<file path="config.mk">
export PLATFORM = sky130hd
export DESIGN_NAME = matmul_operand_sp_flat
export DESIGN_NICKNAME = d
export VERILOG_FILES = /design/src/rtl/matmul_operand_sp_pkg.sv /design/src/rtl/matmul_operand_sp_if.sv /design/src/rtl/matmul_operand_sp_bank.sv /design/src/rtl/matmul_operand_sp.sv /design/src/flat_wrapper.sv
export SDC_FILE = /design/constraint.sdc
export NUM_CORES = 1
export LEC_CHECK = 0
export CORE_MARGIN = 1
export CORE_UTILIZATION = 58
export CTS_CLUSTER_DIAMETER = 100
export DETAILED_ROUTE_END_ITERATION = 12
export PLACE_DENSITY = 0.95
export SLEW_MARGIN = 0
export SYNTH_ARGS = -nofsm -noshare
export SYNTH_HDL_FRONTEND = slang
export SYNTH_SLANG_ARGS = --single-unit
</file>
<file path="constraint.sdc">
create_clock -name clk_i -period 3.7 [get_ports clk_i]
set_input_delay 0.74 -clock clk_i [delete_from_list [all_inputs] [get_ports clk_i]]
set_output_delay 0.74 -clock clk_i [all_outputs]
set_load 0.02 [all_outputs]
</file>
<file path="src/rtl/matmul_operand_sp_pkg.sv">
// Shared definitions for the matmul operand scratchpad: operand codes,
// dimension/index-width helpers and the handshake FSM state type.
package matmul_operand_sp_pkg;

  localparam int OP_W = 5;
  localparam logic [OP_W-1:0] OPERAND_A = 5'b00100;
  localparam logic [OP_W-1:0] OPERAND_B = 5'b01000;
  localparam logic [OP_W-1:0] OPERAND_C = 5'b10000;

  typedef enum logic [1:0] {IDLE, BUSY, DONE} sp_state_e;

  function automatic int max_dim(input int data_w, input int bus_w);
    return bus_w / data_w;
  endfunction

  // Never returns 0 so degenerate depths still get a legal index vector.
  function automatic int idx_w(input int depth);
    return (depth > 1) ? $clog2(depth) : 1;
  endfunction

endpackage

</file>
<file path="src/rtl/matmul_operand_sp_if.sv">
// Host and engine-side signal bundle of the matmul operand scratchpad.
interface matmul_operand_sp_if #(
  parameter int DATA_WIDTH = 8,
  parameter int BUS_WIDTH  = 16,
  parameter int ADDR_WIDTH = 32
);
  localparam int NF = (BUS_WIDTH / DATA_WIDTH) * (BUS_WIDTH / DATA_WIDTH);

  logic                  host_we_i;
  logic                  host_re_i;
  logic [ADDR_WIDTH-1:0] host_addr_i;
  logic [BUS_WIDTH-1:0]  host_wdata_i;
  logic [BUS_WIDTH-1:0]  host_rdata_o;
  logic                  host_rvalid_o;
  logic                  host_start_i;
  logic                  host_mode_i;
  logic                  start_o;
  logic                  mode_o;
  logic [BUS_WIDTH-1:0]  data_a_o;
  logic [BUS_WIDTH-1:0]  data_b_o;
  logic [BUS_WIDTH-1:0]  data_c_o;
  logic                  enable_w_i;
  logic [ADDR_WIDTH-1:0] address_i;
  logic [BUS_WIDTH-1:0]  data_i;
  logic                  finish_mul_i;
  logic [NF-1:0]         flags_i;
  logic [NF-1:0]         flags_o;
  logic                  done_o;
  logic                  err_o;

  modport master (
    output host_we_i, host_re_i, host_addr_i, host_wdata_i, host_start_i, host_mode_i,
           enable_w_i, address_i, data_i, finish_mul_i, flags_i,
    input  host_rdata_o, host_rvalid_o, start_o, mode_o, data_a_o, data_b_o, data_c_o,
           flags_o, done_o, err_o
  );

  modport slave (
    input  host_we_i, host_re_i, host_addr_i, host_wdata_i, host_start_i, host_mode_i,
           enable_w_i, address_i, data_i, finish_mul_i, flags_i,
    output host_rdata_o, host_rvalid_o, start_o, mode_o, data_a_o, data_b_o, data_c_o,
           flags_o, done_o, err_o
  );
endinterface

</file>
<file path="src/rtl/matmul_operand_sp_bank.sv">
// DEPTH x WIDTH register bank: one write port, one combinational read port
// and one registered read port (read-before-write on a same-index write).
module sp_bank
  import matmul_operand_sp_pkg::*;
#(
  parameter int DEPTH = 2,
  parameter int WIDTH = 16,
  localparam int AW   = idx_w(DEPTH)
) (
  input  logic             clk_i,
  input  logic             rst_ni,
  input  logic             we_i,
  input  logic [AW-1:0]    waddr_i,
  input  logic [WIDTH-1:0] wdata_i,
  input  logic [AW-1:0]    craddr_i,
  output logic [WIDTH-1:0] crdata_o,
  input  logic             re_i,
  input  logic [AW-1:0]    qraddr_i,
  output logic [WIDTH-1:0] qrdata_o
);
  logic [DEPTH-1:0][WIDTH-1:0] mem;

  always_ff @(posedge clk_i or negedge rst_ni) begin
    if (!rst_ni) begin
      mem      <= '0;
      qrdata_o <= '0;
    end else begin
      if (we_i) mem[waddr_i] <= wdata_i;
      if (re_i) qrdata_o <= mem[qraddr_i];
    end
  end

  assign crdata_o = mem[craddr_i];
endmodule

</file>
<file path="src/rtl/matmul_operand_sp.sv">
// Operand/result scratchpad facing the matmul engine. Optional feature
// SP_RESULT_AS_BIAS_EN: captured results are also written into the C-bias bank.
module matmul_operand_sp
  import matmul_operand_sp_pkg::*;
#(
  parameter int DATA_WIDTH = 8,
  parameter int BUS_WIDTH  = 16,
  parameter int ADDR_WIDTH = 32
) (
  input logic clk_i,
  input logic rst_ni,
  matmul_operand_sp_if.slave sp
);
  localparam int MAX_DIM = max_dim(DATA_WIDTH, BUS_WIDTH);
  localparam int NC      = MAX_DIM * MAX_DIM;
  localparam int IW_AB   = idx_w(MAX_DIM);
  localparam int IW_C    = idx_w(NC);

  sp_state_e state_q, state_d;
  logic go, fin;
  logic [IW_AB-1:0] rd_ptr_ab;
  logic [IW_C-1:0]  rd_ptr_c;
  logic [NC-1:0]    mask_q, mask_nxt;
  logic [OP_W-1:0]  rd_sel_q;

  wire [OP_W-1:0]  host_op  = sp.host_addr_i[OP_W-1:0];
  wire [OP_W-1:0]  eng_op   = sp.address_i[OP_W-1:0];
  wire [IW_AB-1:0] h_idx_ab = sp.host_addr_i[OP_W +: IW_AB];
  wire [IW_C-1:0]  h_idx_c  = sp.host_addr_i[OP_W +: IW_C];
  wire [IW_C-1:0]  e_idx_c  = sp.address_i[OP_W +: IW_C];
  wire             unused_addr = ^{sp.host_addr_i, sp.address_i};

  wire wr_ok     = (state_q != BUSY);
  wire wr_a      = sp.host_we_i && wr_ok && host_op == OPERAND_A;
  wire wr_b      = sp.host_we_i && wr_ok && host_op == OPERAND_B;
  wire wr_c_host = sp.host_we_i && wr_ok && host_op == OPERAND_C;
  wire host_err  = sp.host_we_i && (!wr_ok ||
                   !(host_op inside {OPERAND_A, OPERAND_B, OPERAND_C}));
  wire eng_hit   = sp.enable_w_i && eng_op == OPERAND_C;
  wire eng_err   = sp.enable_w_i && (eng_op != OPERAND_C || state_q != BUSY);

  assign mask_nxt = mask_q | (eng_hit ? (NC'(1) << e_idx_c) : '0);

  // Free-running stream pointers; the engine keeps identical counters.
  always_ff @(posedge clk_i or negedge rst_ni) begin
    if (!rst_ni) begin
      rd_ptr_ab <= '0;
      rd_ptr_c  <= '0;
    end else begin
      rd_ptr_ab <= (rd_ptr_ab == IW_AB'(MAX_DIM - 1)) ? '0 : rd_ptr_ab + 1'b1;
      rd_ptr_c  <= (rd_ptr_c == IW_C'(NC - 1)) ? '0 : rd_ptr_c + 1'b1;
    end
  end

  logic                 c_we;
  logic [IW_C-1:0]      c_waddr;
  logic [BUS_WIDTH-1:0] c_wdata;
`ifdef SP_RESULT_AS_BIAS_EN
  // Engine write wins over a colliding host bias write.
  assign c_we    = wr_c_host || eng_hit;
  assign c_waddr = eng_hit ? e_idx_c : h_idx_c;
  assign c_wdata = eng_hit ? sp.data_i : sp.host_wdata_i;
`else
  assign c_we    = wr_c_host;
  assign c_waddr = h_idx_c;
  assign c_wdata = sp.host_wdata_i;
`endif

  logic [BUS_WIDTH-1:0] data_a, data_b, data_c, rq_a, rq_b, rq_r;
  logic [BUS_WIDTH-1:0] unused_c_q, unused_r_c;

  sp_bank #(.DEPTH(MAX_DIM), .WIDTH(BUS_WIDTH)) u_bank_a (
    .clk_i, .rst_ni, .we_i(wr_a), .waddr_i(h_idx_ab), .wdata_i(sp.host_wdata_i),
    .craddr_i(rd_ptr_ab), .crdata_o(data_a),
    .re_i(sp.host_re_i && host_op == OPERAND_A), .qraddr_i(h_idx_ab), .qrdata_o(rq_a));

  sp_bank #(.DEPTH(MAX_DIM), .WIDTH(BUS_WIDTH)) u_bank_b (
    .clk_i, .rst_ni, .we_i(wr_b), .waddr_i(h_idx_ab), .wdata_i(sp.host_wdata_i),
    .craddr_i(rd_ptr_ab), .crdata_o(data_b),
    .re_i(sp.host_re_i && host_op == OPERAND_B), .qraddr_i(h_idx_ab), .qrdata_o(rq_b));

  sp_bank #(.DEPTH(NC), .WIDTH(BUS_WIDTH)) u_bank_c (
    .clk_i, .rst_ni, .we_i(c_we), .waddr_i(c_waddr), .wdata_i(c_wdata),
    .craddr_i(rd_ptr_c), .crdata_o(data_c),
    .re_i(1'b0), .qraddr_i('0), .qrdata_o(unused_c_q));

  sp_bank #(.DEPTH(NC), .WIDTH(BUS_WIDTH)) u_bank_r (
    .clk_i, .rst_ni, .we_i(eng_hit), .waddr_i(e_idx_c), .wdata_i(sp.data_i),
    .craddr_i('0), .crdata_o(unused_r_c),
    .re_i(sp.host_re_i && host_op == OPERAND_C), .qraddr_i(h_idx_c), .qrdata_o(rq_r));

  assign sp.data_a_o = data_a;
  assign sp.data_b_o = data_b;
  assign sp.data_c_o = data_c;

  always_comb begin
    sp.host_rdata_o = '0;
    case (rd_sel_q)
      OPERAND_A: sp.host_rdata_o = rq_a;
      OPERAND_B: sp.host_rdata_o = rq_b;
      OPERAND_C: sp.host_rdata_o = rq_r;
      default:   sp.host_rdata_o = '0;
    endcase
  end

  always_comb begin
    state_d = state_q;
    go      = 1'b0;
    fin     = 1'b0;
    case (state_q)
      IDLE, DONE: if (sp.host_start_i) begin state_d = BUSY; go = 1'b1; end
      BUSY:       if (sp.finish_mul_i) begin state_d = DONE; fin = 1'b1; end
      default:    state_d = IDLE;
    endcase
  end

  always_ff @(posedge clk_i or negedge rst_ni) begin
    if (!rst_ni) begin
      state_q          <= IDLE;
      sp.start_o       <= 1'b0;
      sp.mode_o        <= 1'b0;
      sp.done_o        <= 1'b0;
      sp.err_o         <= 1'b0;
      sp.flags_o       <= '0;
      sp.host_rvalid_o <= 1'b0;
      rd_sel_q         <= '0;
      mask_q           <= '0;
    end else begin
      state_q          <= state_d;
      sp.host_rvalid_o <= sp.host_re_i;
      if (sp.host_re_i) rd_sel_q <= host_op;
      mask_q <= go ? '0 : mask_nxt;
      if (go) begin
        sp.start_o <= 1'b1;
        sp.mode_o  <= sp.host_mode_i;
        sp.done_o  <= 1'b0;
      end
      if (fin) begin
        sp.start_o <= 1'b0;
        sp.done_o  <= 1'b1;
        sp.flags_o <= sp.flags_i;
      end
      if (host_err || eng_err || (fin && !(&mask_nxt))) sp.err_o <= 1'b1;
    end
  end
endmodule

</file>
<file path="src/flat_wrapper.sv">
// flat-port wrapper written by rule: the top's interface ports become plain ports
module matmul_operand_sp_flat import matmul_operand_sp_pkg::*;
#(
  parameter int DATA_WIDTH = 8,
  parameter int BUS_WIDTH  = 16,
  parameter int ADDR_WIDTH = 32
)
  (clk_i, rst_ni, sp_host_we_i, sp_host_re_i, sp_host_addr_i, sp_host_wdata_i, sp_host_start_i, sp_host_mode_i, sp_enable_w_i, sp_address_i, sp_data_i, sp_finish_mul_i, sp_flags_i, sp_host_rdata_o, sp_host_rvalid_o, sp_start_o, sp_mode_o, sp_data_a_o, sp_data_b_o, sp_data_c_o, sp_flags_o, sp_done_o, sp_err_o);
  matmul_operand_sp_if #(.DATA_WIDTH(DATA_WIDTH), .BUS_WIDTH(BUS_WIDTH), .ADDR_WIDTH(ADDR_WIDTH)) sp_i ();
  input logic clk_i;
  input logic rst_ni;
  input wire logic [$bits(sp_i.host_we_i)-1:0] sp_host_we_i;
  input wire logic [$bits(sp_i.host_re_i)-1:0] sp_host_re_i;
  input wire logic [$bits(sp_i.host_addr_i)-1:0] sp_host_addr_i;
  input wire logic [$bits(sp_i.host_wdata_i)-1:0] sp_host_wdata_i;
  input wire logic [$bits(sp_i.host_start_i)-1:0] sp_host_start_i;
  input wire logic [$bits(sp_i.host_mode_i)-1:0] sp_host_mode_i;
  input wire logic [$bits(sp_i.enable_w_i)-1:0] sp_enable_w_i;
  input wire logic [$bits(sp_i.address_i)-1:0] sp_address_i;
  input wire logic [$bits(sp_i.data_i)-1:0] sp_data_i;
  input wire logic [$bits(sp_i.finish_mul_i)-1:0] sp_finish_mul_i;
  input wire logic [$bits(sp_i.flags_i)-1:0] sp_flags_i;
  output wire logic [$bits(sp_i.host_rdata_o)-1:0] sp_host_rdata_o;
  output wire logic [$bits(sp_i.host_rvalid_o)-1:0] sp_host_rvalid_o;
  output wire logic [$bits(sp_i.start_o)-1:0] sp_start_o;
  output wire logic [$bits(sp_i.mode_o)-1:0] sp_mode_o;
  output wire logic [$bits(sp_i.data_a_o)-1:0] sp_data_a_o;
  output wire logic [$bits(sp_i.data_b_o)-1:0] sp_data_b_o;
  output wire logic [$bits(sp_i.data_c_o)-1:0] sp_data_c_o;
  output wire logic [$bits(sp_i.flags_o)-1:0] sp_flags_o;
  output wire logic [$bits(sp_i.done_o)-1:0] sp_done_o;
  output wire logic [$bits(sp_i.err_o)-1:0] sp_err_o;
  assign sp_i.host_we_i = sp_host_we_i;
  assign sp_i.host_re_i = sp_host_re_i;
  assign sp_i.host_addr_i = sp_host_addr_i;
  assign sp_i.host_wdata_i = sp_host_wdata_i;
  assign sp_i.host_start_i = sp_host_start_i;
  assign sp_i.host_mode_i = sp_host_mode_i;
  assign sp_i.enable_w_i = sp_enable_w_i;
  assign sp_i.address_i = sp_address_i;
  assign sp_i.data_i = sp_data_i;
  assign sp_i.finish_mul_i = sp_finish_mul_i;
  assign sp_i.flags_i = sp_flags_i;
  assign sp_host_rdata_o = sp_i.host_rdata_o;
  assign sp_host_rvalid_o = sp_i.host_rvalid_o;
  assign sp_start_o = sp_i.start_o;
  assign sp_mode_o = sp_i.mode_o;
  assign sp_data_a_o = sp_i.data_a_o;
  assign sp_data_b_o = sp_i.data_b_o;
  assign sp_data_c_o = sp_i.data_c_o;
  assign sp_flags_o = sp_i.flags_o;
  assign sp_done_o = sp_i.done_o;
  assign sp_err_o = sp_i.err_o;
  matmul_operand_sp #(.DATA_WIDTH(DATA_WIDTH), .BUS_WIDTH(BUS_WIDTH), .ADDR_WIDTH(ADDR_WIDTH)) u_core (.clk_i(clk_i), .rst_ni(rst_ni), .sp(sp_i));
endmodule
</file>
======== Word-level counts from Yosys, hierarchy flattened ========
Index checks and enable logic that the tools add are counted.
storage, ports and cells
  bits of input ports ..................... 108
  register bits ........................... 263
cells by class
  reduce and logical (&&, ||, !) cells .... 27
  bitwise logic cells ..................... 1
  $add $sub $neg .......................... 2
  shift-type cells ........................ 1
  magnitude comparators ................... 8
  mux-type cells .......................... 38
  equal/unequal tests ..................... 14
operator list
  operator                                                                      number
  16-bit two-way mux                                                            13
  64-bit bitwise mux                                                            2
  16-bit binary-select mux with 2-bit select                                    2
  32-bit bitwise mux                                                            2
  16-bit demux with 2-bit select                                                2
  16-bit one-hot mux with 3 select lines                                        1
  16-bit demux with 1-bit select                                                1
  5-bit == test, second input constant                                          3
  1-bit logical AND                                                             14
  5-bit by 3-bit == test with 1-bit output, second input constant               2
  5-bit by 4-bit == test with 1-bit output, second input constant               2
  2-bit by 3-bit less-than comparator with 1-bit output, second input constant  3
  1-bit two-way mux                                                             9
  4-bit two-way mux                                                             2
  2-bit two-way mux                                                             3
  5-bit inequality test, second input constant                                  1
  2-bit == test, second input constant                                          2
  2-bit by 1-bit >= comparator with 1-bit output, second input constant         2
  1-bit logical OR                                                              4
  1-bit by 2-bit less-than comparator with 1-bit output, second input constant  2
  2-bit inequality test, second input constant                                  2
  4-bit bitwise OR                                                              1
  2-bit one-hot mux with 2 select lines                                         1
  4-bit AND reduction                                                           1
  other kinds (12)                                                              14

======== Longest topological paths before layout ========
  depth after elaboration ................. 8
  depth in mapped cells ................... 7
  gate-level depth less buffers ........... 4

======== Modules after synthesis ========
Synthesis repeated with hierarchy kept, for this count alone.
second synthesis, totals
  cells, all modules ...................... 934
  area, all modules ....................... 13246.5 µm²
by module, submodules not included
  module                          times used  cells each  seq. area each (µm²)  area an instance (µm²)
  sp_bank at u_core.u_bank_c ...  2           246         2001.9                3798.6
  sp_bank at u_core.u_bank_a ...  2           156         1201.2                2172.1
  matmul_operand_sp               1           130         575.6                 1305.0

======== Worst setup path before layout ========
Ideal clock, no wire load.
  path type ............................... register to output
  start point ............................. reg u_core.rd_sel_q[1]
  end point ............................... out sp_host_rdata_o[10]
  data arrival time ....................... 1966 ps
  buffers on the path ..................... 1
  setup slack ............................. 994 ps
  cell stages (with the launch flop) ...... 6
  path through ............................ dfrtp_1 -> or2_2 -> nor4b_1 -> clkbuf_1 -> a222oi_1 -> inv_1
on the way
  cells in the longest elaborated chain, start to end .. 2
ends and longest elaborated chain
  element                                   line                      text
  start, declared                           matmul_operand_sp.sv:24   logic [OP_W-1:0] rd_sel_q;
  start signal, assigned                    matmul_operand_sp.sv:131  if (sp.host_re_i) rd_sel_q <= host_op;
  5-bit == test (tied with other cells)     matmul_operand_sp.sv:98   case (rd_sel_q)
  16-bit one-hot mux with 3 select lines *  matmul_operand_sp.sv:98
  end, declared                             flat_wrapper.sv:23        output wire logic [$bits(sp_i.host_rdata_o)-1:0] sp_host_rdata_o;
Every way passes the cells marked *; elsewhere a longest branch is shown, timed or not.

======== Worst setup path after layout ========
  start point ............................. reg u_core.rd_sel_q[1]
  end point ............................... out sp_host_rdata_o[2]
Same word-level chain as after synthesis.

==> flow_summary.json <==
{
  "status": "complete, no violations",
  "wire_per_inst_um": 22.48,
  "met3_routed_wl_mm": 1.564,
  "finalHoldViolCount": 0,
  "fin_worst_skew_ns": 0.006799,
  "required_ns": 2.96,
  "timing.fmax_mhz": 294.4,
  "dr.first_iter.drc_count": 658,
  "setup_viol": 0,
  "first_global_vias": 8005,
  "grt_max_degree": 111,
  "routed-wl-met2_mm": 14.34,
  "final-instance-count-excl-fill": 1209,
  "cellPowerDensity_nw_per_um2": 513.3,
  "asyncSetResetFlopFracSynth": 1.000,
  "floorplan.core_area_um2": 19460,
  "post_route_cells_drive_above_1_share": 0.3877,
  "antenna_violations_before_repair": 0,
  "reg2reg_from": "u_core.state_q[0]$_DFFE_PN0P_",
  "p_leak_nw": 6.722,
  "clock_latency_ns": 0.52,
  "post_cts_hold_buffer_count": 0,
  "yosysUniqueCellTypes": 37,
  "synth.top_cells.by_count": "sky130_fd_sc_hd__dfrtp_1, sky130_fd_sc_hd__mux2_2, sky130_fd_sc_hd__mux2i_1, sky130_fd_sc_hd__mux4_2, sky130_fd_sc_hd__clkbuf_1",
  "worst_slew_pin_slew_ns": 0.9257,
  "cp_max_fo": 16,
  "die_area_um2": 20470,
  "clk_pin_slew_ns": 0.06,
  "postSynthRegisterBits": 263,
  "top_area_cells_in_the_synthesized_netlist": "sky130_fd_sc_hd__dfrtp_1, sky130_fd_sc_hd__mux2_2, sky130_fd_sc_hd__mux4_2, sky130_fd_sc_hd__mux2i_1, sky130_fd_sc_hd__a222oi_1",
  "synthesis.nets": 893,
  "yosysTopAreaCellShare": 0.5701,
  "worst_r2r_path_depth": 4,
  "avgViaCountPerCell": 6.120,
  "buffer_ports.inserted": 130,
  "yosysWarningCount": 0,
  "grt.overflow.total": 0,
  "tritoncts_num_sinks": 263,
  "timing.critical_path.cells": "or2_2 -> nor4b_2 -> buf_4 -> a222oi_1 -> inv_1 -> clkdlybuf4s50_1",
  "place.gp.congestion": 0.8103,
  "flow.area_growth_from_synthesis_pct": 23.24,
  "cts_max_path_buffers": 3,
  "die-height_um": 143.1,
  "finalCritPeriodShare": 0.9181,
  "worst_slew_margin_rel": 0.3829,
  "floorplan.die.width_um": 143.1,
  "postSynth.topFlopCell": "sky130_fd_sc_hd__dfrtp_1",
  "crit_path_end_kind": "primary output",
  "first_pass_iters": 9,
  "tns_ns": 0,
  "postRouteAntennaNets": 0,
  "cts_root_buf": "sky130_fd_sc_hd__clkbuf_16",
  "holdCritPathClass": "primary input to async pin",
  "mappedNetlistArea_um2": 11540,
  "number_of_placement_rows": 51,
  "final.min_clock_period_ns": 3.397,
  "syn-instance-count": 784,
  "critPathLaunch": "u_core.rd_sel_q[1]$_DFFE_PN0P_",
  "via_count": 7399,
  "residual_drc_count": 0,
  "worst_path_largest_cell_delay_ns": 0.65,
  "reg2reg_slack_ns": 1.63,
  "postCtsResizedCells": 0,
  "ir_worst_vdd_mv": 0.4005,
  "regToRegEndpoint": "u_core.u_bank_c.mem[14]$_DFFE_PN0P_",
  "avgSynthCellArea_um2": 14.72,
  "critical_path_class": "flip-flop to primary output",
  "cts_htree_levels": 1,
  "destination_of_the_critical_timing_path": "sp_host_rdata_o[2]",
  "yosysMostFrequentCell": "sky130_fd_sc_hd__dfrtp_1",
  "post-synth-top-area-cell": "sky130_fd_sc_hd__dfrtp_1",
  "critPathArrivalTime_ns": 2.66,
  "initial_utilization": 0.5931,
  "antenna-diode-count": 0,
  "grt_first_pass_wirelength_mm": 43.15,
  "rsz0062_at_grt": "no",
  "floorplan.io_pins": 181,
  "numCtsBuffers": 27,
  "routed_wirelength_mm": 27.18,
  "wl_met1_mm": 10.75,
  "maxCapViolCount": 0,
  "startpoint_class": "flip-flop",
  "number_of_instances_in_the_placed_design": 1160,
  "tritoncts": "built",
  "gr-usage-all-layers": 0.2753,
  "report.final.slew_viol_count": 0,
  "synth_seq_area_share": 0.5701,
  "cts_setup_buffers": 0,
  "maxUsedRoutingLayer": "met4",
  "hpwl_mm": 17.30,
  "post_synth_edffs": 0,
  "num-nets-final": 1033,
  "critical_path.slowest_cell": "sky130_fd_sc_hd__clkdlybuf4s50_1"
}
## per-stage QoR
stage	total power, mW	setup WS, ns	util	hold slack (ns)	area [um2]
after floorplan	3.942	0.9945	-	0.4444	11540
after global placement	4.389	0.5310	0.6822	0.4619	13280
final	7.302	0.3030	0.7310	0.2833	14230
after global routing	7.541	0.1767	0.7310	0.3585	14230
after detailed placement	4.455	0.4937	0.6822	0.4578	13280
after CTS	7.333	0.3072	0.7310	0.3223	14230
## layout make-up
type,count,area (um2)
clock inverter,16,191.4
multi-input combinational,456,4737
timing repair buffer,154,1544
inverter,22,82.58
fill,1129,5236
tap,265,331.6
clock buffer,33,758.2
sequential,263,6581
## metal layers
metal	track usage	vias to the layer above
met2	0.4804	289
li1	-	3165
met1	0.3530	3894
met5	0	-
met3	0.04359	51
met4	0.08659	0
## cells by family after synthesis
kind of cell,synth area share
compound gates,0.03609
xor+xnor,0.0007589
fa+ha+maj,0.001084
buf+inv,0.02200
flops,0.5701
mux,0.3341
simple gates,0.03588
## worst min path at each step
| stage | to | depth (start not counted) | start |
|---|---|---|---|
| 6_report | u_core.u_bank_c.mem[50]$_DFFE_PN0P_ | 1 | rst_ni |
| 5_1_grt | u_core.u_bank_c.mem[50]$_DFFE_PN0P_ | 1 | rst_ni |
| 3_5_place_dp | u_core.sp.err_o$_DFFE_PN0P_ | 1 | u_core.sp.err_o$_DFFE_PN0P_ |
| 3_3_place_gp | u_core.sp.done_o$_DFFE_PN0P_ | 2 | u_core.sp.done_o$_DFFE_PN0P_ |
| 2_1_floorplan | u_core.mask_q[0]$_DFF_PN0_ | 0 | rst_ni |
| 4_1_cts | u_core.u_bank_c.mem[50]$_DFFE_PN0P_ | 1 | rst_ni |
## sequential cells by signal, indices dropped and copies added, names as in the netlist, 5 cells and up
signal / cells
u_core.u_bank_c.mem: 64
u_core.u_bank_r.mem: 64
u_core.u_bank_a.mem: 32
u_core.u_bank_b.mem: 32
u_core.u_bank_a.qrdata_o: 16
u_core.u_bank_b.qrdata_o: 16
u_core.u_bank_r.qrdata_o: 16
u_core.rd_sel_q: 5
## critical path, delay by kind of cell (launching register included)
family / cells / cell delay, ns
AOI/OAI and AO/OA: 1 / 0.16
buffers and inverters: 3 / 1.01
DFF: 1 / 0.38
and+or+nand+nor: 2 / 0.60
## power breakdown
| part | leakage, nW | internal [mW] | total (mW) | switching, mW |
|---|---|---|---|---|
| Clock | 0.468 | 1.73 | 2.87 | 1.13 |
| Sequential | 3.53 | 3.18 | 3.39 | 0.208 |
| Combinational | 2.73 | 0.552 | 1.04 | 0.491 |
| Total | 6.72 | 5.47 | 7.30 | 1.83 |
## cells in the final DEF, fill, tap and decap left out, drive strengths merged
cell and count:
a21oi 16, nor3 3, or2 1, dfrtp 263, buf 26, and4 1
nand3 3, ha 1, a221oi 2, o21bai 1, nand4 3, nand4b 2
bufinv 4, clkdlybuf4s50 128, mux4 32, xor2 1, mux2i 32, nor4 2
a222oi 16, o21ai 19, o21a 2, nor4b 3, o31a 1, clkinv 9
clkinvlp 3, clkbuf 33, o32a 1, a21boi 1, and2 2, nand2 22
or4 2, nand2b 2, nor2 30, or3 1, o41ai 1, nand3b 3
inv 22, mux2 250
Note: power is estimated with default switching activity, not from simulation.
